--- src/rtl/text_console_writer_pkg.sv ---
// Shared constants, state encoding and byte-decode helper for the text console writer.
package text_console_writer_pkg;

  localparam int COLS         = 80;
  localparam int ROWS         = 60;
  localparam int CELLS        = COLS * ROWS;        // 4800 character cells
  localparam int SCROLL_CELLS = (ROWS - 1) * COLS;  // cells moved up by one scroll

  localparam logic [6:0]  CHAR_SPACE = 7'h20;
  localparam logic [10:0] SPACE_CELL = {3'b000, 1'b0, CHAR_SPACE};

  localparam logic [7:0] CODE_BS = 8'h08;
  localparam logic [7:0] CODE_LF = 8'h0A;
  localparam logic [7:0] CODE_FF = 8'h0C;
  localparam logic [7:0] CODE_CR = 8'h0D;

  typedef enum logic [1:0] {
    ST_CLEAR   = 2'd0,
    ST_IDLE    = 2'd1,
    ST_SCROLL  = 2'd2,
    ST_CLR_ROW = 2'd3
  } state_t;

  // Effect of one accepted byte: optional cell write plus the new cursor.
  typedef struct packed {
    logic        we;
    logic [5:0]  wrow;
    logic [6:0]  wcol;
    logic [10:0] wdata;
    logic [5:0]  row;
    logic [6:0]  col;
    logic        scroll;
    logic        clear;
  } char_action_t;

  // row*80+col using shifts only (row*64 + row*16).
  function automatic logic [12:0] cell_addr(input logic [5:0] row, input logic [6:0] col);
    return ({7'd0, row} << 6) + ({7'd0, row} << 4) + {6'd0, col};
  endfunction

  function automatic char_action_t decode_char(input logic [7:0] ch, input logic [2:0] color,
                                               input logic [5:0] row, input logic [6:0] col);
    char_action_t a;
    logic         advance;
    a       = '0;
    a.wrow  = row;
    a.wcol  = col;
    a.wdata = SPACE_CELL;
    a.row   = row;
    a.col   = col;
    advance = 1'b0;
    if (ch >= 8'h20 && ch <= 8'h7E) begin
      a.we    = 1'b1;
      a.wdata = {color, 1'b0, ch[6:0]};
      if (col == 7'(COLS - 1)) begin
        a.col   = 7'd0;
        advance = 1'b1;
      end else begin
        a.col = col + 7'd1;
      end
    end else begin
      case (ch)
        CODE_CR: a.col = 7'd0;
        CODE_LF: begin
          a.col   = 7'd0;
          advance = 1'b1;
        end
        CODE_BS: begin
          if (col != 7'd0) begin
            a.col  = col - 7'd1;
            a.wcol = col - 7'd1;
            a.we   = 1'b1;
          end else if (row != 6'd0) begin
            a.row  = row - 6'd1;
            a.col  = 7'(COLS - 1);
            a.wrow = row - 6'd1;
            a.wcol = 7'(COLS - 1);
            a.we   = 1'b1;
          end
        end
        CODE_FF: begin
          a.clear = 1'b1;
          a.row   = 6'd0;
          a.col   = 7'd0;
        end
        default: ;
      endcase
    end
    // Advancing past the bottom row keeps the cursor there and scrolls instead.
    if (advance) begin
      if (row == 6'(ROWS - 1)) a.scroll = 1'b1;
      else                     a.row    = row + 6'd1;
    end
    return a;
  endfunction

endpackage

--- src/rtl/text_console_writer_blink_gen.sv ---
// Free-running blink generator: the output toggles every time the counter wraps.
module text_console_writer_blink_gen #(
  parameter int BLINK_BITS = 24
) (
  input  logic clk,
  input  logic rst_n,
  output logic o_blink
);

  logic [BLINK_BITS-1:0] r_count;
  logic                  r_blink;

  // Count every cycle; flip the phase on the all-ones -> zero wrap.
  always_ff @(posedge clk or negedge rst_n) begin
    if (!rst_n) begin
      r_count <= '0;
      r_blink <= 1'b0;
    end else begin
      r_count <= r_count + 1'b1;
      if (&r_count) r_blink <= ~r_blink;
    end
  end

  assign o_blink = r_blink;

endmodule

--- src/rtl/text_console_writer.sv ---
// Byte-stream to 80x60 text VRAM writer: printable chars, CR/LF/BS/FF, wrap, scroll, clear.
module text_console_writer
  import text_console_writer_pkg::*;
#(
  parameter int BLINK_BITS = 24
) (
  input  logic        clk,
  input  logic        rst_n,
  input  logic        char_valid,
  input  logic [7:0]  char_in,
  input  logic [2:0]  color_in,
  output logic        char_ready,
  output logic        vram_we,
  output logic [12:0] vram_waddr,
  output logic [10:0] vram_wdata,
  output logic [12:0] vram_raddr,
  input  logic [10:0] vram_rdata,
  output logic [12:0] Cursor,
  output logic        Blink
);

  state_t       r_state, w_state_nxt;
  logic [12:0]  r_cnt, w_cnt_nxt;
  logic [5:0]   r_row, w_row_nxt;
  logic [6:0]   r_col, w_col_nxt;
  logic         r_we, w_we_nxt;
  logic         r_copy, w_copy_nxt;
  logic [12:0]  r_waddr, w_waddr_nxt;
  logic [10:0]  r_wdata, w_wdata_nxt;
  logic [12:0]  r_raddr, w_raddr_nxt;
  logic         w_accept;
  char_action_t w_act;

  assign w_accept = char_valid && (r_state == ST_IDLE);
  assign w_act    = decode_char(char_in, color_in, r_row, r_col);

  // State register.
  // NOTE: sequential state uses non-blocking assignments so every flop samples pre-edge values.
  always_ff @(posedge clk or negedge rst_n) begin
    if (!rst_n) r_state <= ST_CLEAR;
    else        r_state <= w_state_nxt;
  end

  // Next-state decision.
  // NOTE: every combinational output gets a default first, so no path can infer a latch.
  always_comb begin
    w_state_nxt = r_state;
    unique case (r_state)
      ST_CLEAR:   if (r_cnt == 13'(CELLS)) w_state_nxt = ST_IDLE;
      ST_IDLE: begin
        if (w_accept) begin
          if (w_act.clear)       w_state_nxt = ST_CLEAR;
          else if (w_act.scroll) w_state_nxt = ST_SCROLL;
        end
      end
      ST_SCROLL:  if (r_cnt == 13'(SCROLL_CELLS - 1)) w_state_nxt = ST_CLR_ROW;
      ST_CLR_ROW: if (r_cnt == 13'(COLS - 1)) w_state_nxt = ST_IDLE;
      default:    w_state_nxt = ST_IDLE;
    endcase
  end

  // Output next-values: VRAM strobes, scroll read pointer, step counter and cursor.
  always_comb begin
    w_we_nxt    = 1'b0;
    w_copy_nxt  = 1'b0;
    w_waddr_nxt = r_waddr;
    w_wdata_nxt = r_wdata;
    w_raddr_nxt = r_raddr;
    w_cnt_nxt   = r_cnt + 13'd1;
    w_row_nxt   = r_row;
    w_col_nxt   = r_col;
    unique case (r_state)
      ST_CLEAR: begin
        // Count 0..4799 writes; the extra step at 4800 is the idle-handover cycle.
        if (r_cnt != 13'(CELLS)) begin
          w_we_nxt    = 1'b1;
          w_waddr_nxt = r_cnt;
          w_wdata_nxt = SPACE_CELL;
        end
      end
      ST_IDLE: begin
        w_cnt_nxt = '0;
        if (w_accept) begin
          w_we_nxt    = w_act.we;
          w_waddr_nxt = cell_addr(w_act.wrow, w_act.wcol);
          w_wdata_nxt = w_act.wdata;
          w_row_nxt   = w_act.row;
          w_col_nxt   = w_act.col;
          // Prime the first scroll read while the char write (if any) completes.
          if (w_act.scroll) w_raddr_nxt = 13'(COLS);
        end
      end
      ST_SCROLL: begin
        // Write cell k with the word read from k+COLS one cycle earlier.
        w_we_nxt    = 1'b1;
        w_copy_nxt  = 1'b1;
        w_waddr_nxt = r_cnt;
        if (r_cnt < 13'(SCROLL_CELLS - 1)) w_raddr_nxt = r_cnt + 13'(COLS + 1);
        else                               w_cnt_nxt   = '0;
      end
      ST_CLR_ROW: begin
        w_we_nxt    = 1'b1;
        w_waddr_nxt = 13'(SCROLL_CELLS) + r_cnt;
        w_wdata_nxt = SPACE_CELL;
      end
      default: ;
    endcase
  end

  // Datapath and cursor registers.
  always_ff @(posedge clk or negedge rst_n) begin
    if (!rst_n) begin
      r_cnt   <= '0;
      r_row   <= '0;
      r_col   <= '0;
      r_we    <= 1'b0;
      r_copy  <= 1'b0;
      r_waddr <= '0;
      r_wdata <= '0;
      r_raddr <= '0;
    end else begin
      r_cnt   <= w_cnt_nxt;
      r_row   <= w_row_nxt;
      r_col   <= w_col_nxt;
      r_we    <= w_we_nxt;
      r_copy  <= w_copy_nxt;
      r_waddr <= w_waddr_nxt;
      r_wdata <= w_wdata_nxt;
      r_raddr <= w_raddr_nxt;
    end
  end

  text_console_writer_blink_gen #(
    .BLINK_BITS(BLINK_BITS)
  ) u_blink_gen (
    .clk    (clk),
    .rst_n  (rst_n),
    .o_blink(Blink)
  );

  assign char_ready = (r_state == ST_IDLE);
  assign vram_we    = r_we;
  assign vram_waddr = r_waddr;
  // Scroll copies pass the read word straight through to the write port.
  assign vram_wdata = r_copy ? vram_rdata : r_wdata;
  assign vram_raddr = r_raddr;
  assign Cursor     = {r_row, r_col};

endmodule
--- config.mk ---
export PLATFORM = sky130hd
export DESIGN_NAME = text_console_writer
export DESIGN_NICKNAME = d
export VERILOG_FILES = /design/src/rtl/text_console_writer_pkg.sv /design/src/rtl/text_console_writer_blink_gen.sv /design/src/rtl/text_console_writer.sv
export SDC_FILE = /design/constraint.sdc
export NUM_CORES = 1
export LEC_CHECK = 0
export BUFFER_PORTS_ARGS = -buffer_cell sky130_fd_sc_hd__buf_2
export CAP_MARGIN = 20
export CORE_MARGIN = 5
export CORE_UTILIZATION = 59
export DETAILED_ROUTE_END_ITERATION = 16
export GPL_ROUTABILITY_DRIVEN = 0
export GPL_TIMING_DRIVEN = 0
export PLACE_DENSITY = 0.8
export RECOVER_POWER = 50
export SKIP_LAST_GASP = 1
export SLEW_MARGIN = 20
export SYNTH_ARGS = -nofsm -noshare
export SYNTH_HDL_FRONTEND = slang
export SYNTH_HIERARCHICAL = 1
export SYNTH_SLANG_ARGS = --single-unit
--- constraint.sdc ---
create_clock -name clk -period 3.9 [get_ports clk]
set_input_delay 0.78 -clock clk [delete_from_list [all_inputs] [get_ports clk]]
set_output_delay 0.78 -clock clk [all_outputs]
set_load 0.02 [all_outputs]
### Word level (Yosys, flattened, before mapping)

Index checks and enable logic that the tools add are counted.

* memory bits (writable): 0
* latch bits: 0
* bits in read-only memories: 0
* bits of input ports: 25
* memories kept: 0
* output and inout bits: 53
* word-level logic and storage cells: 113
* register bits: 92

* $mul: 0
* magnitude comparators: 3
* divide/modulo/power cells: 0
* reduce and logical (&&, ||, !) cells: 17
* add/sub/neg operators: 10
* multiplexer cells: 49
* eq/ne operators: 22
* bitwise operators: 1
* shift-type cells: 0

Operators with widths (count)
* $mux W13: 8
* $pmux W13 S2: 2
* $pmux W13 S4: 1
* $mux W11: 4
* $pmux W11 S3: 1
* $eq A8 B4 Y1 const B: 4
* $mux W6: 5
* $mux W14: 2
* $mux W7: 4
* $eq A13 B13 Y1 const B: 2
* $add A24 B1 Y24 const B: 1
* $reduce_and A24 Y1: 1
* $pmux W7 S2: 1
* $add A12 B10 Y13: 1
* $add A13 B1 Y13 const B: 1
* $add A13 B13 Y13 const A: 1
* $add A13 B7 Y13: 1
* $add A13 B7 Y13 const B: 1
* $eq A13 B7 Y1 const B: 1
* $lt A13 B13 Y1 const B: 1
* $ne A13 B13 Y1 const B: 1
* $mux W1: 12
* $mux W2: 6
* $pmux W6 S2: 1
* 29 further kinds: 39

### Longest topological paths before layout

* word-level depth: 9
* mapped depth: 17
* gate-level depth less buffers: 17

### Modules after synthesis

The synthesis kept the hierarchy.

By module, submodules not included
* text_console_writer: seq. area each 1651.6 sq um, cells an instance 540, instances 1, area an instance 4732.0 sq um
* text_console_writer_blink_gen: seq. area each 625.6 sq um, cells an instance 90, instances 1, area an instance 1068.5 sq um

### Worst setup path before layout

Ideal clock, no wire load.

* path type: input -> register
* start: input char_in[0]
* end: register r_waddr[11], in the netlist vram_waddr[11]
* slack: 183 ps
* setup time: 66 ps
* data required time: 3834 ps
* path buffers: 1
* cell stages on the path: 15
* arrival time: 3651 ps
* cells stage by stage: nor4b_4 and3_2 buf_2 nand3_1 nand2_1 o21ai_0 fa_1 inv_1 fa_1 nand2b_1 a21oi_1 o21a_1 o211ai_1 o22a_1 nand2_1

* word-level cells in the longest chain between the ends: 7
* elaborated cells between the ends (all ways): 10
* classes of those cells: 2 x add/sub; 2 x order compare; 1 x eq/ne; 4 x mux; 1 x reduce/logical

Ends and longest elaborated chain
* start, declared: RTL line text_console_writer.sv:10 `input logic [7:0] char_in,`
* $ge A8 B6 Y1, or another cell as far along: RTL line text_console_writer_pkg.sv:52 `if (ch >= 8'h20 && ch <= 8'h7E) begin`
* $logic_and A1 B1 Y1 / $mux W14 (equally long branches): RTL line text_console_writer_pkg.sv:52, text_console_writer_pkg.sv:62
* $mux W13 (*): RTL line text_console_writer_pkg.sv:52
* $add A12 B10 Y13: RTL line text_console_writer_pkg.sv:38 `return ({7'd0, row} << 6) + ({7'd0, row} << 4) + {6'd0, col};`
* $add A13 B7 Y13 (*): RTL line text_console_writer_pkg.sv:38
* $mux W13 (*): RTL line text_console_writer.sv:83 `if (w_accept) begin`
* $pmux W13 S4 (*): RTL line text_console_writer.sv:72 `unique case (r_state)`
* end signal, assigned: RTL line text_console_writer.sv:127 `r_waddr <= w_waddr_nxt;`
* end, declared: RTL line text_console_writer.sv:28 `logic [12:0] r_waddr, w_waddr_nxt;`

Mark *: on every way between the ends. The rest lies on a longest branch, timed or not. The select of a mux whose other input is x is not followed.
A chain may end at the register's enable or synchronous reset.

### Worst setup path in the final report

* start: input char_in[7]
* end: register r_waddr[12], in the netlist vram_waddr[12]

Same word-level chain as after synthesis.

==> results_dict.tcl <==
set metrics [dict create \
    synthArstFlopShare_pct 100 \
    report.final.slew_viol_count 32 \
    startpoint_type "input pin" \
    first_pass_iters 5 \
    cts_max_level 3 \
    yosysWarnings 6 \
    place_hpwl_um 10700 \
    hold_viol 0 \
    syn-instance-count 630 \
    hold_path_depth 1 \
    p_leak_nw 3.14 \
    clock.fmax_mhz 270 \
    p_comb_share_pct 3.6 \
    path_max_fanout 10 \
    start_util_pct 59.9 \
    drtAntennaViolNets 0 \
    relSlewSlack_pct -12.4 \
    finalSetupTns_ns 0 \
    cts_buffer_depth 2 \
    p_clk_share_pct 39.7 \
    flow.area_growth_from_synthesis_pct 15.3 \
    grt_pass1_vias 4903 \
    die_h_um 109 \
    dieWidth_um 109 \
    core-area_um2 9680 \
    yosysSeqAreaShare_pct 39.3 \
    syn_area_per_cell_um2 9.21 \
    drv_cap 1 \
    finalPower_w 0.00166 \
    grt_antenna_before_repair 0 \
    via_per_inst 6.03 \
    antenna_cells 0 \
    fin_nets 785 \
    cts_sinks 91 \
    syn_nets 685 \
    slowest_stage "a31oi_1" \
    drt-total-wl_um 14700 \
    p_seq_share_pct 56.7 \
    skew_ns 0.0118 \
    path_cells "buf_2 -> nor4b_4 -> buf_4 -> nand3_4 -> a21oi_4 -> o21ai_0 -> a31oi_1 -> ha_1 -> ha_1 -> nand2_1 -> o211ai_1 -> a21oi_1 -> nor2b_1 -> o211ai_1 -> a21oi_1" \
    crit_path_end_kind "register" \
    clkTransAtPathRegs_ns 0.09 \
    synth-seq-cells 91 \
    place_inst 841 \
    critPathRequiredTime_ns 4.18 \
    violations "capacitance limit, slew limit" \
    die-area_um2 11900 \
    clk_latency_ns 0.36 \
    arrival_ns 3.99 \
    grt_max_degree 62 \
    post-route-min-period_ns 3.71 \
    synth_cell_types 70 \
    drc_errors 0 \
    holdBufCountCts 0 \
    rows 36 \
    grt_pass1_wl_um 23700 \
    p_int_w 0.00128 \
    cp.depth 15 \
    status "finished, violations left" \
    ys.flop_type "dfrtp_1" \
    drtIter0Drc 443 \
    nFillCells 762 \
    root_buffer "clkbuf_8" \
    finalSetupViolCount 0 \
    path_delay_family "compound AO/OA/AOI/OAI gates" \
    io_buffer_count 77 \
    drive_gt1_share_pct 20.3 \
    vias 5231 \
    ir_drop_mv 0.198 \
    cts_buffers 9 \
    crit_type "in -> reg" \
    worst-r2r-cell-count 15 \
    swShare_pct 23.1 \
    p_per_area_nw_per_um2 248 \
    final.period_utilization_pct 95.1 \
    worst_pin_slew_ns 1.69 \
    critical-path-max-stage-delay_ns 0.37 \
    wire_per_inst_um 17.0 \
    synth_edf_count 0 \
    grt.total_usage_pct 25.2 \
    cts_tree "yes" \
    syn_area_um2 5800 \
    grt_overflow_total 0 \
    hp-class "reg -> reg" \
    top_level_ports 78 \
    switchingPower_w 0.000384 \
    stdcell_count 868 \
    crit_buf_inv 2 \
]
## routing by layer
metal | up-vias | GRT usage (%) | share of wire (%) | wire length (um)
li1 | 2445 | - | - | -
met1 | 2494 | 34.8 | 44 | 6520
met2 | 253 | 39.4 | 45 | 6680
met3 | 39 | 4.26 | 7.7 | 1140
met4 | 0 | 9.83 | 2.6 | 386
met5 | - | 0 | 0 | 0
## stage by stage
| stage | util [%] | hold WS, ns | area, um2 | setup WS (ns) |
|---|---|---|---|---|
| detailed placement | 65.9 | 0.453 | 6380 | -0.371 |
| floorplan | - | 0.422 | 5800 | 0.183 |
| global placement | 65.6 | 0.434 | 6350 | -0.322 |
| global route | 69.1 | 0.492 | 6690 | -0.0299 |
| finish | 69.1 | 0.463 | 6690 | 0.193 |
| CTS | 68.1 | 0.358 | 6600 | 0.00714 |
## worst paths after layout
| check | startpoint | end | slack [ns] |
|---|---|---|---|
| min in group asynchronous | rst_n | r_col[4] | 0.84 |
| hold / removal | u_blink_gen/r_count[0] | u_blink_gen/r_count[0] | 0.46 |
| max in group asynchronous | rst_n | vram_raddr[3] | 0.83 |
| setup reg to reg | r_col[1] | vram_waddr[12] | 0.21 |
| setup / recovery | char_in[7] | vram_waddr[12] | 0.19 |
| hold reg to reg | u_blink_gen/r_count[0] | u_blink_gen/r_count[0] | 0.46 |
## kinds of logic (layout without fill, tap and decap cells)
kind of cell               count (synthesis)  after routing  synth area share (%)
adders and majority gates                 30             30                  6.73
buffers and inverters                     65            170                  4.87
muxes                                     20             20                  3.73
xor gates and xnor gates                  52             52                  7.85
DFF                                       91             91                  39.3
and+or+nand+nor                          224            224                  20.0
AOI/OAI and AO/OA                        148            148                  17.6
## cells in the final DEF (no fill, tap or decap), types with 12 or more instances in the layout
| cell | instances |
|---|---|
| a21oi_1 | 24 |
| a31oi_1 | 12 |
| and3_1 | 16 |
| buf_2 | 75 |
| buf_4 | 13 |
| clkbuf_1 | 28 |
| dfrtp_1 | 89 |
| ha_1 | 26 |
| inv_1 | 34 |
| mux2_2 | 13 |
| nand2_1 | 55 |
| nand3_1 | 25 |
| nand4_1 | 15 |
| nor2_1 | 56 |
| nor3_1 | 14 |
| o21ai_0 | 41 |
| xnor2_1 | 34 |
| xor2_1 | 18 |
## power by group through the flow
stage	Clock, W	Sequential (W)	Combinational, W
global route	0.000714	0.000943	0.0000675
finish	0.000660	0.000943	0.0000594
CTS	0.000673	0.000943	0.0000618
floorplan	0	0.000962	0.0000173
detailed placement	0	0.000961	0.0000613
global placement	0	0.000961	0.0000560
## layout make-up
cell class                 instances  area, um2  share of cell area [%]
multi-input combinational        474       3300                    49.3
sequential                        91       2280                    34.1
timing repair buffer              90        467                    6.98
tap                              133        166                    2.49
buffer                            30        150                    2.24
clock buffer                      11        141                    2.11
inverter                          34        128                    1.91
clock inverter                     5       60.1                   0.898
## flip-flops by register name (all words and copies together), names as in the netlist, 2 cells and up
register             cells
u_blink_gen/r_count     24
r_cnt                   13
vram_raddr              13
vram_waddr              13
r_wdata                 10
r_col                    7
r_row                    6
r_state                  2
## timing repair
item                                    CTS  global route
pin swaps                                 0             1
buffers inserted                          1            11
gates resized for setup                   2            17
endpoints found under the setup margin    5             6
## synth_stat cells, types with 3 or more instances
library cell | instances | area [um2]
dfrtp_1 | 91 | 2280
nor2_1 | 58 | 218
mux2_2 | 13 | 146
a31oi_1 | 12 | 75.1
and3_1 | 16 | 100
or3_1 | 3 | 18.8
buf_6 | 3 | 33.8
o2bb2ai_1 | 10 | 87.6
a22o_1 | 8 | 70.1
a21oi_1 | 25 | 125
mux2i_1 | 7 | 70.1
o221ai_1 | 4 | 35.0
nor2b_1 | 5 | 31.3
inv_1 | 34 | 128
a221oi_1 | 4 | 35.0
o211ai_1 | 4 | 30.0
ha_1 | 28 | 350
o21ai_0 | 43 | 215
o31ai_1 | 4 | 30.0
nor3b_1 | 3 | 22.5
nand4_1 | 15 | 93.8
nor3_1 | 15 | 75.1
nand2b_1 | 5 | 31.3
and2_1 | 4 | 25.0
nand2_1 | 55 | 206
xor2_1 | 18 | 158
a22oi_1 | 6 | 45.0
a211o_1 | 3 | 26.3
nand3_1 | 25 | 125
buf_2 | 10 | 50.1
a21o_1 | 3 | 22.5
clkbuf_1 | 16 | 60.1
xnor2_1 | 34 | 298
(Power assumes the default switching activity.)
